**src/rtl/shift_tx_if.sv**
```systemverilog
// Handshake and serial-output bundle for shift_tx_ctrl.
// The master side offers words and may abort; the slave side serializes them.
interface shift_tx_if #(
   parameter int unsigned DATA_W = 8
) ();
   logic [DATA_W-1:0] i_data;
   logic              i_valid;
   logic              o_ready;
   logic              i_abort;
   logic              o_serial;
   logic              o_frame;
   logic              o_done;
   logic              o_busy;

   modport master (
      output i_data,
      output i_valid,
      output i_abort,
      input  o_ready,
      input  o_serial,
      input  o_frame,
      input  o_done,
      input  o_busy
   );

   modport slave (
      input  i_data,
      input  i_valid,
      input  i_abort,
      output o_ready,
      output o_serial,
      output o_frame,
      output o_done,
      output o_busy
   );
endinterface

```
**src/rtl/shift_tx_ctrl.sv**
```systemverilog
// Parallel-to-serial frame transmitter: IDLE/SHIFT/GAP FSM, per-bit hold of BIT_CYC clocks,
// forced idle gap after each frame, synchronous abort. Every output comes straight from a flop.
module shift_tx_ctrl #(
   parameter int unsigned DATA_W    = 8,
   parameter int unsigned BIT_CYC   = 1,
   parameter int unsigned GAP_CYC   = 2,
   parameter bit          LSB_FIRST = 1'b1
) (
   input  logic       i_clk,
   input  logic       i_rstn,
   shift_tx_if.slave  bus
);

   localparam int unsigned BitW = $clog2(DATA_W);
   localparam int unsigned PerW = (BIT_CYC > 1) ? $clog2(BIT_CYC) : 1;
   localparam int unsigned GapW = (GAP_CYC > 1) ? $clog2(GAP_CYC) : 1;

   localparam logic [BitW-1:0] BitLast = BitW'(DATA_W - 1);
   localparam logic [PerW-1:0] PerLast = PerW'(BIT_CYC - 1);
   localparam logic [GapW-1:0] GapLast = GapW'((GAP_CYC > 0) ? (GAP_CYC - 1) : 0);

   typedef enum logic [1:0] {
      StIdle,
      StShift,
      StGap
   } state_e;

   state_e            state_q, state_d;
   logic [DATA_W-1:0] sr_q, sr_d;
   logic [BitW-1:0]   bit_q, bit_d;
   logic [PerW-1:0]   per_q, per_d;
   logic [GapW-1:0]   gap_q, gap_d;

   logic ready_q, ready_d;
   logic serial_q, serial_d;
   logic frame_q, frame_d;
   logic done_q, done_d;
   logic busy_q, busy_d;

   logic accept;

   always_ff @(posedge i_clk or negedge i_rstn) begin
      if (!i_rstn) begin
         state_q  <= StIdle;
         sr_q     <= '0;
         bit_q    <= '0;
         per_q    <= '0;
         gap_q    <= '0;
         ready_q  <= 1'b0;
         serial_q <= 1'b0;
         frame_q  <= 1'b0;
         done_q   <= 1'b0;
         busy_q   <= 1'b0;
      end else begin
         state_q  <= state_d;
         sr_q     <= sr_d;
         bit_q    <= bit_d;
         per_q    <= per_d;
         gap_q    <= gap_d;
         ready_q  <= ready_d;
         serial_q <= serial_d;
         frame_q  <= frame_d;
         done_q   <= done_d;
         busy_q   <= busy_d;
      end
   end

   // ready_q is only ever set while idle, so it doubles as the IDLE qualifier for accept.
   assign accept = ready_q & bus.i_valid & ~bus.i_abort;

   always_comb begin
      state_d = state_q;
      sr_d    = sr_q;
      bit_d   = bit_q;
      per_d   = per_q;
      gap_d   = gap_q;
      done_d  = 1'b0;

      unique case (state_q)
         StIdle: begin
            if (accept) begin
               state_d = StShift;
               sr_d    = bus.i_data;
               bit_d   = '0;
               per_d   = '0;
            end
         end
         StShift: begin
            if (bus.i_abort) begin
               state_d = StIdle;
               sr_d    = '0;
               bit_d   = '0;
               per_d   = '0;
            end else if (per_q == PerLast) begin
               per_d = '0;
               if (bit_q == BitLast) begin
                  done_d  = 1'b1;
                  sr_d    = '0;
                  bit_d   = '0;
                  gap_d   = '0;
                  state_d = (GAP_CYC > 0) ? StGap : StIdle;
               end else begin
                  bit_d = bit_q + 1'b1;
                  sr_d  = LSB_FIRST ? (sr_q >> 1) : (sr_q << 1);
               end
            end else begin
               per_d = per_q + 1'b1;
            end
         end
         StGap: begin
            if (bus.i_abort || (gap_q == GapLast)) begin
               state_d = StIdle;
               gap_d   = '0;
            end else begin
               gap_d = gap_q + 1'b1;
            end
         end
         default: begin
            state_d = StIdle;
            sr_d    = '0;
            bit_d   = '0;
            per_d   = '0;
            gap_d   = '0;
         end
      endcase

      // Outputs are computed from next state so the first bit appears right after accept.
      ready_d  = (state_d == StIdle) && !bus.i_abort;
      frame_d  = (state_d == StShift);
      serial_d = frame_d & (LSB_FIRST ? sr_d[0] : sr_d[DATA_W-1]);
      busy_d   = (state_d != StIdle);
   end

   assign bus.o_ready  = ready_q;
   assign bus.o_serial = serial_q;
   assign bus.o_frame  = frame_q;
   assign bus.o_done   = done_q;
   assign bus.o_busy   = busy_q;

endmodule

```
**src/flat_wrapper.sv**
```systemverilog
// flat-port wrapper written by rule: the top's interface ports become plain ports
module shift_tx_ctrl_flat 
#(
   parameter int unsigned DATA_W    = 8,
   parameter int unsigned BIT_CYC   = 1,
   parameter int unsigned GAP_CYC   = 2,
   parameter bit          LSB_FIRST = 1'b1
)
  (i_clk, i_rstn, bus_i_data, bus_i_valid, bus_i_abort, bus_o_ready, bus_o_serial, bus_o_frame, bus_o_done, bus_o_busy);
  shift_tx_if #(.DATA_W(DATA_W)) bus_i ();
  input  logic i_clk;
  input  logic i_rstn;
  input wire logic [$bits(bus_i.i_data)-1:0] bus_i_data;
  input wire logic [$bits(bus_i.i_valid)-1:0] bus_i_valid;
  input wire logic [$bits(bus_i.i_abort)-1:0] bus_i_abort;
  output wire logic [$bits(bus_i.o_ready)-1:0] bus_o_ready;
  output wire logic [$bits(bus_i.o_serial)-1:0] bus_o_serial;
  output wire logic [$bits(bus_i.o_frame)-1:0] bus_o_frame;
  output wire logic [$bits(bus_i.o_done)-1:0] bus_o_done;
  output wire logic [$bits(bus_i.o_busy)-1:0] bus_o_busy;
  assign bus_i.i_data = bus_i_data;
  assign bus_i.i_valid = bus_i_valid;
  assign bus_i.i_abort = bus_i_abort;
  assign bus_o_ready = bus_i.o_ready;
  assign bus_o_serial = bus_i.o_serial;
  assign bus_o_frame = bus_i.o_frame;
  assign bus_o_done = bus_i.o_done;
  assign bus_o_busy = bus_i.o_busy;
  shift_tx_ctrl #(.DATA_W(DATA_W), .BIT_CYC(BIT_CYC), .GAP_CYC(GAP_CYC), .LSB_FIRST(LSB_FIRST)) u_core (.i_clk(i_clk), .i_rstn(i_rstn), .bus(bus_i));
endmodule
```
**config.mk**
```make
export PLATFORM = sky130hd
export DESIGN_NAME = shift_tx_ctrl_flat
export DESIGN_NICKNAME = d
export VERILOG_FILES = /design/src/rtl/shift_tx_if.sv /design/src/rtl/shift_tx_ctrl.sv /design/src/flat_wrapper.sv
export SDC_FILE = /design/constraint.sdc
export NUM_CORES = 1
export LEC_CHECK = 0
export ABC_CLOCK_PERIOD_IN_PS = 2300
export BUFFER_PORTS_ARGS = -buffer_cell sky130_fd_sc_hd__buf_2
export CORE_MARGIN = 2
export CORE_UTILIZATION = 55
export DETAILED_ROUTE_END_ITERATION = 8
export HOLD_SLACK_MARGIN = 0.05
export PLACE_DENSITY_LB_ADDON = 0.1
export SLEW_MARGIN = 0
export SYNTH_ARGS = -nofsm -noshare
export SYNTH_HDL_FRONTEND = slang
export SYNTH_SLANG_ARGS = --single-unit
```
**constraint.sdc**
```tcl
create_clock -name i_clk -period 2.3 [get_ports i_clk]
set_input_delay 0.46 -clock i_clk [delete_from_list [all_inputs] [get_ports i_clk]]
set_output_delay 0.46 -clock i_clk [all_outputs]
set_load 0.02 [all_outputs]
```
==> impl_metrics.ini <==
[critical_path]
cp-start-kind = flip-flop
critPathCaptureType = flip-flop
r2r-start = u_core.bit_q[0]
critPathArrivalTime_ns = 1.74
cp_data_required_time_ns = 2.52
path_class = reg2reg
worstPathMaxFanout = 11
cp-startpoint = u_core.bit_q[0]
rr_worst_depth = 6

[status]
outcome = completed

[timing]
layout_min_cycle_time_ns = 1.515
setup_slack_ns = 0.7847
worstMarginPinSlew_ns = 0.3858
rsz0062_at_grt = no
slew_headroom_pct = 74.28
report.final.slew_viol_count = 0
fmax_mhz = 659.9
final_hold_viol_count = 0
finalCritPeriodShare_pct = 65.88
skew_ns = 0.006827
setup_violations = 0
final.setup.tns_ns = 0

[detailed_routing]
drt-initial-drc-count = 8
drc = 0
vias = 536
vias_per_cell = 5.583
routed_wl_um = 1317
routedWlPerCell_um = 13.72
dr.pass1.iters = 4
antenna_left = 0

[global_route]
grt_start_max_net_pins = 19
gr-total-overflow = 0
grt_util_all_layers_pct = 17.61
grt_pass1_wl_um = 2346
grt_antenna_before_repair = 0
grt_pass1_vias = 541

[synthesis]
ys_types = 25
synth_fp_nets = 78
yosys_warnings = 0
synth_top_area_share_pct = 54.88
yosysTopAreaCell = dfrtp_1
syn_avg_cell_area_um2 = 12.82
synth_area_um2 = 820.8
ys_seq_area_share_pct = 54.88
yosys_register_bits = 18
synth_area_leaders = dfrtp_1 55%, a221o_1 6.1%, and2_1 4.6%
syn_inst = 64

[clocking]
postCtsSetupBuffers = 0
holdBufCountCts = 0
cts_tree = built
cts_root_buf = clkbuf_4
clk_pin_slew_ns = 0.10
clock_path_buffers = 2
cts_buffers = 3
htreeDepth = 1
post_cts_resized = 0
clkLatencyLatePin_ns = 0.29
cts.sinks = 18

[power]
vdd_drop_max_v = 0.0003588
power.density_nw_per_um2 = 735.6
leakagePower_nw = 0.4652

[floorplan]
start_util_pct = 60.80
fp.dieW_um = 42.63
ios = 17
fp.dieH_um = 42.63
row_count = 13
dieArea_um2 = 1817
core_um2 = 1350

[layout]
diodes = 0
finish.utilization_pct = 68.49
nNetsFinal = 96
drive_gt1_share_pct = 43.21
area_growth_pct = 12.65

[placement]
place_ws_ns = 0.6844
place_congestion = 0.7840
dp_hpwl_um = 953.5
port_buffers = 16

[run]
cap_violations = 0

[hold_path]
holdCritPathClass = in2async
## placed cells by master, fill, tap and decap left out
cell	count
nor4bb_4	1
nor2b_1	1
or2_2	4
o21ai_0	2
and2_1	6
a21oi_1	2
nor3b_1	1
and2_2	1
nor4b_2	1
a221o_2	1
buf_2	16
buf_4	1
or3b_2	1
nor3_1	2
mux2_2	1
nor2_1	1
a221o_1	5
a22o_2	3
dfrtp_1	18
inv_1	2
nor2_2	1
ha_1	2
clkbuf_8	1
a32o_1	1
nand2b_1	1
clkbuf_4	3
nand2_1	2
## worst max-delay path, stage by stage, from the launching register on
cell     delay, ns
dfrtp_1       0.40
ha_1          0.20
ha_1          0.20
nor4b_2       0.21
buf_4         0.20
and2_1        0.14
a221o_1       0.11
## sequential cells by signal, summed over array words and instances (netlist names)
name                 count
u_core.bit_q             3
u_core.bus.o_busy        1
u_core.bus.o_done        1
u_core.bus.o_frame       1
u_core.bus.o_ready       1
u_core.bus.o_serial      1
u_core.gap_q             1
u_core.sr_q              7
u_core.state_q           2
## power by group
| part | switching [W] | internal, W | leakage [nW] |
|---|---|---|---|
| Combinational | 0.0000494 | 0.0000597 | 0.209 |
| Sequential | 0.0000239 | 0.000360 | 0.235 |
| Clock | 0.0000911 | 0.0000963 | 0.0210 |
| Total | 0.000164 | 0.000516 | 0.465 |
## path summary, 6_finish.rpt
path | end | slack, ns
worst max-delay path | u_core.sr_q[5] | 0.78
worst min-delay path | u_core.bus.o_done | 0.08
worst max register to register | u_core.sr_q[5] | 0.78
worst min register to register | u_core.sr_q[7] | 0.51
max in group asynchronous | u_core.sr_q[5] | 1.94
min in group i_clk | u_core.sr_q[7] | 0.39
## cell type report
| class | count | area, um2 |
|---|---|---|
| inverter | 2 | 7.507 |
| tap | 15 | 18.77 |
| timing repair buffer | 17 | 87.58 |
| clock buffer | 4 | 36.28 |
| fill | 100 | 425.4 |
| sequential | 18 | 450.4 |
| multi-input combinational | 40 | 324.1 |
## cells by family (layout without fill, tap and decap cells)
| logic type | after synthesis | after routing | synth area share (%) |
|---|---|---|---|
| buffers and inverters | 6 | 23 | 5.640 |
| AO/OA/AOI/OAI | 14 | 14 | 14.79 |
| flip-flops | 18 | 18 | 54.88 |
| AND/OR/NAND/NOR | 23 | 23 | 20.28 |
| multiplexers | 1 | 1 | 1.372 |
| adder cells (fa/ha/maj) | 2 | 2 | 3.048 |
## cell usage after synthesis
cell,n
a21oi_1,2
a221o_1,5
a221o_2,1
a22o_2,3
a32o_1,1
and2_1,6
and2_2,1
buf_2,1
buf_6,3
dfrtp_1,18
ha_1,2
inv_1,2
mux2_2,1
nand2_1,2
nand2b_1,1
nor2_1,1
nor2_2,1
nor2b_1,1
nor3_1,2
nor3b_1,1
nor4b_2,1
nor4bb_4,1
o21ai_0,2
or2_2,4
or3b_2,1
## per-layer routing
layer | up-vias | wire, um | track usage (%)
met4 | 0 | 11 | 11.25
met3 | 2 | 57 | 3.879
met5 | - | 0 | 0
li1 | 264 | - | -
met2 | 13 | 612 | 26.97
met1 | 257 | 635 | 22.16
## metrics by stage
step           power (W)  cell area [um2]  hold slack [ns]  cells
6_report       0.0006802            924.6          0.07561     96
5_1_grt        0.0007180            924.6          0.08325     96
4_1_cts        0.0006920            924.6          0.07672     96
3_5_place_dp   0.0005003            888.4           0.4057     92
3_3_place_gp   0.0004972            888.4           0.4026     92
2_1_floorplan  0.0004694            820.8           0.1644     64
No activity file was read; power rests on OpenSTA's default activity.
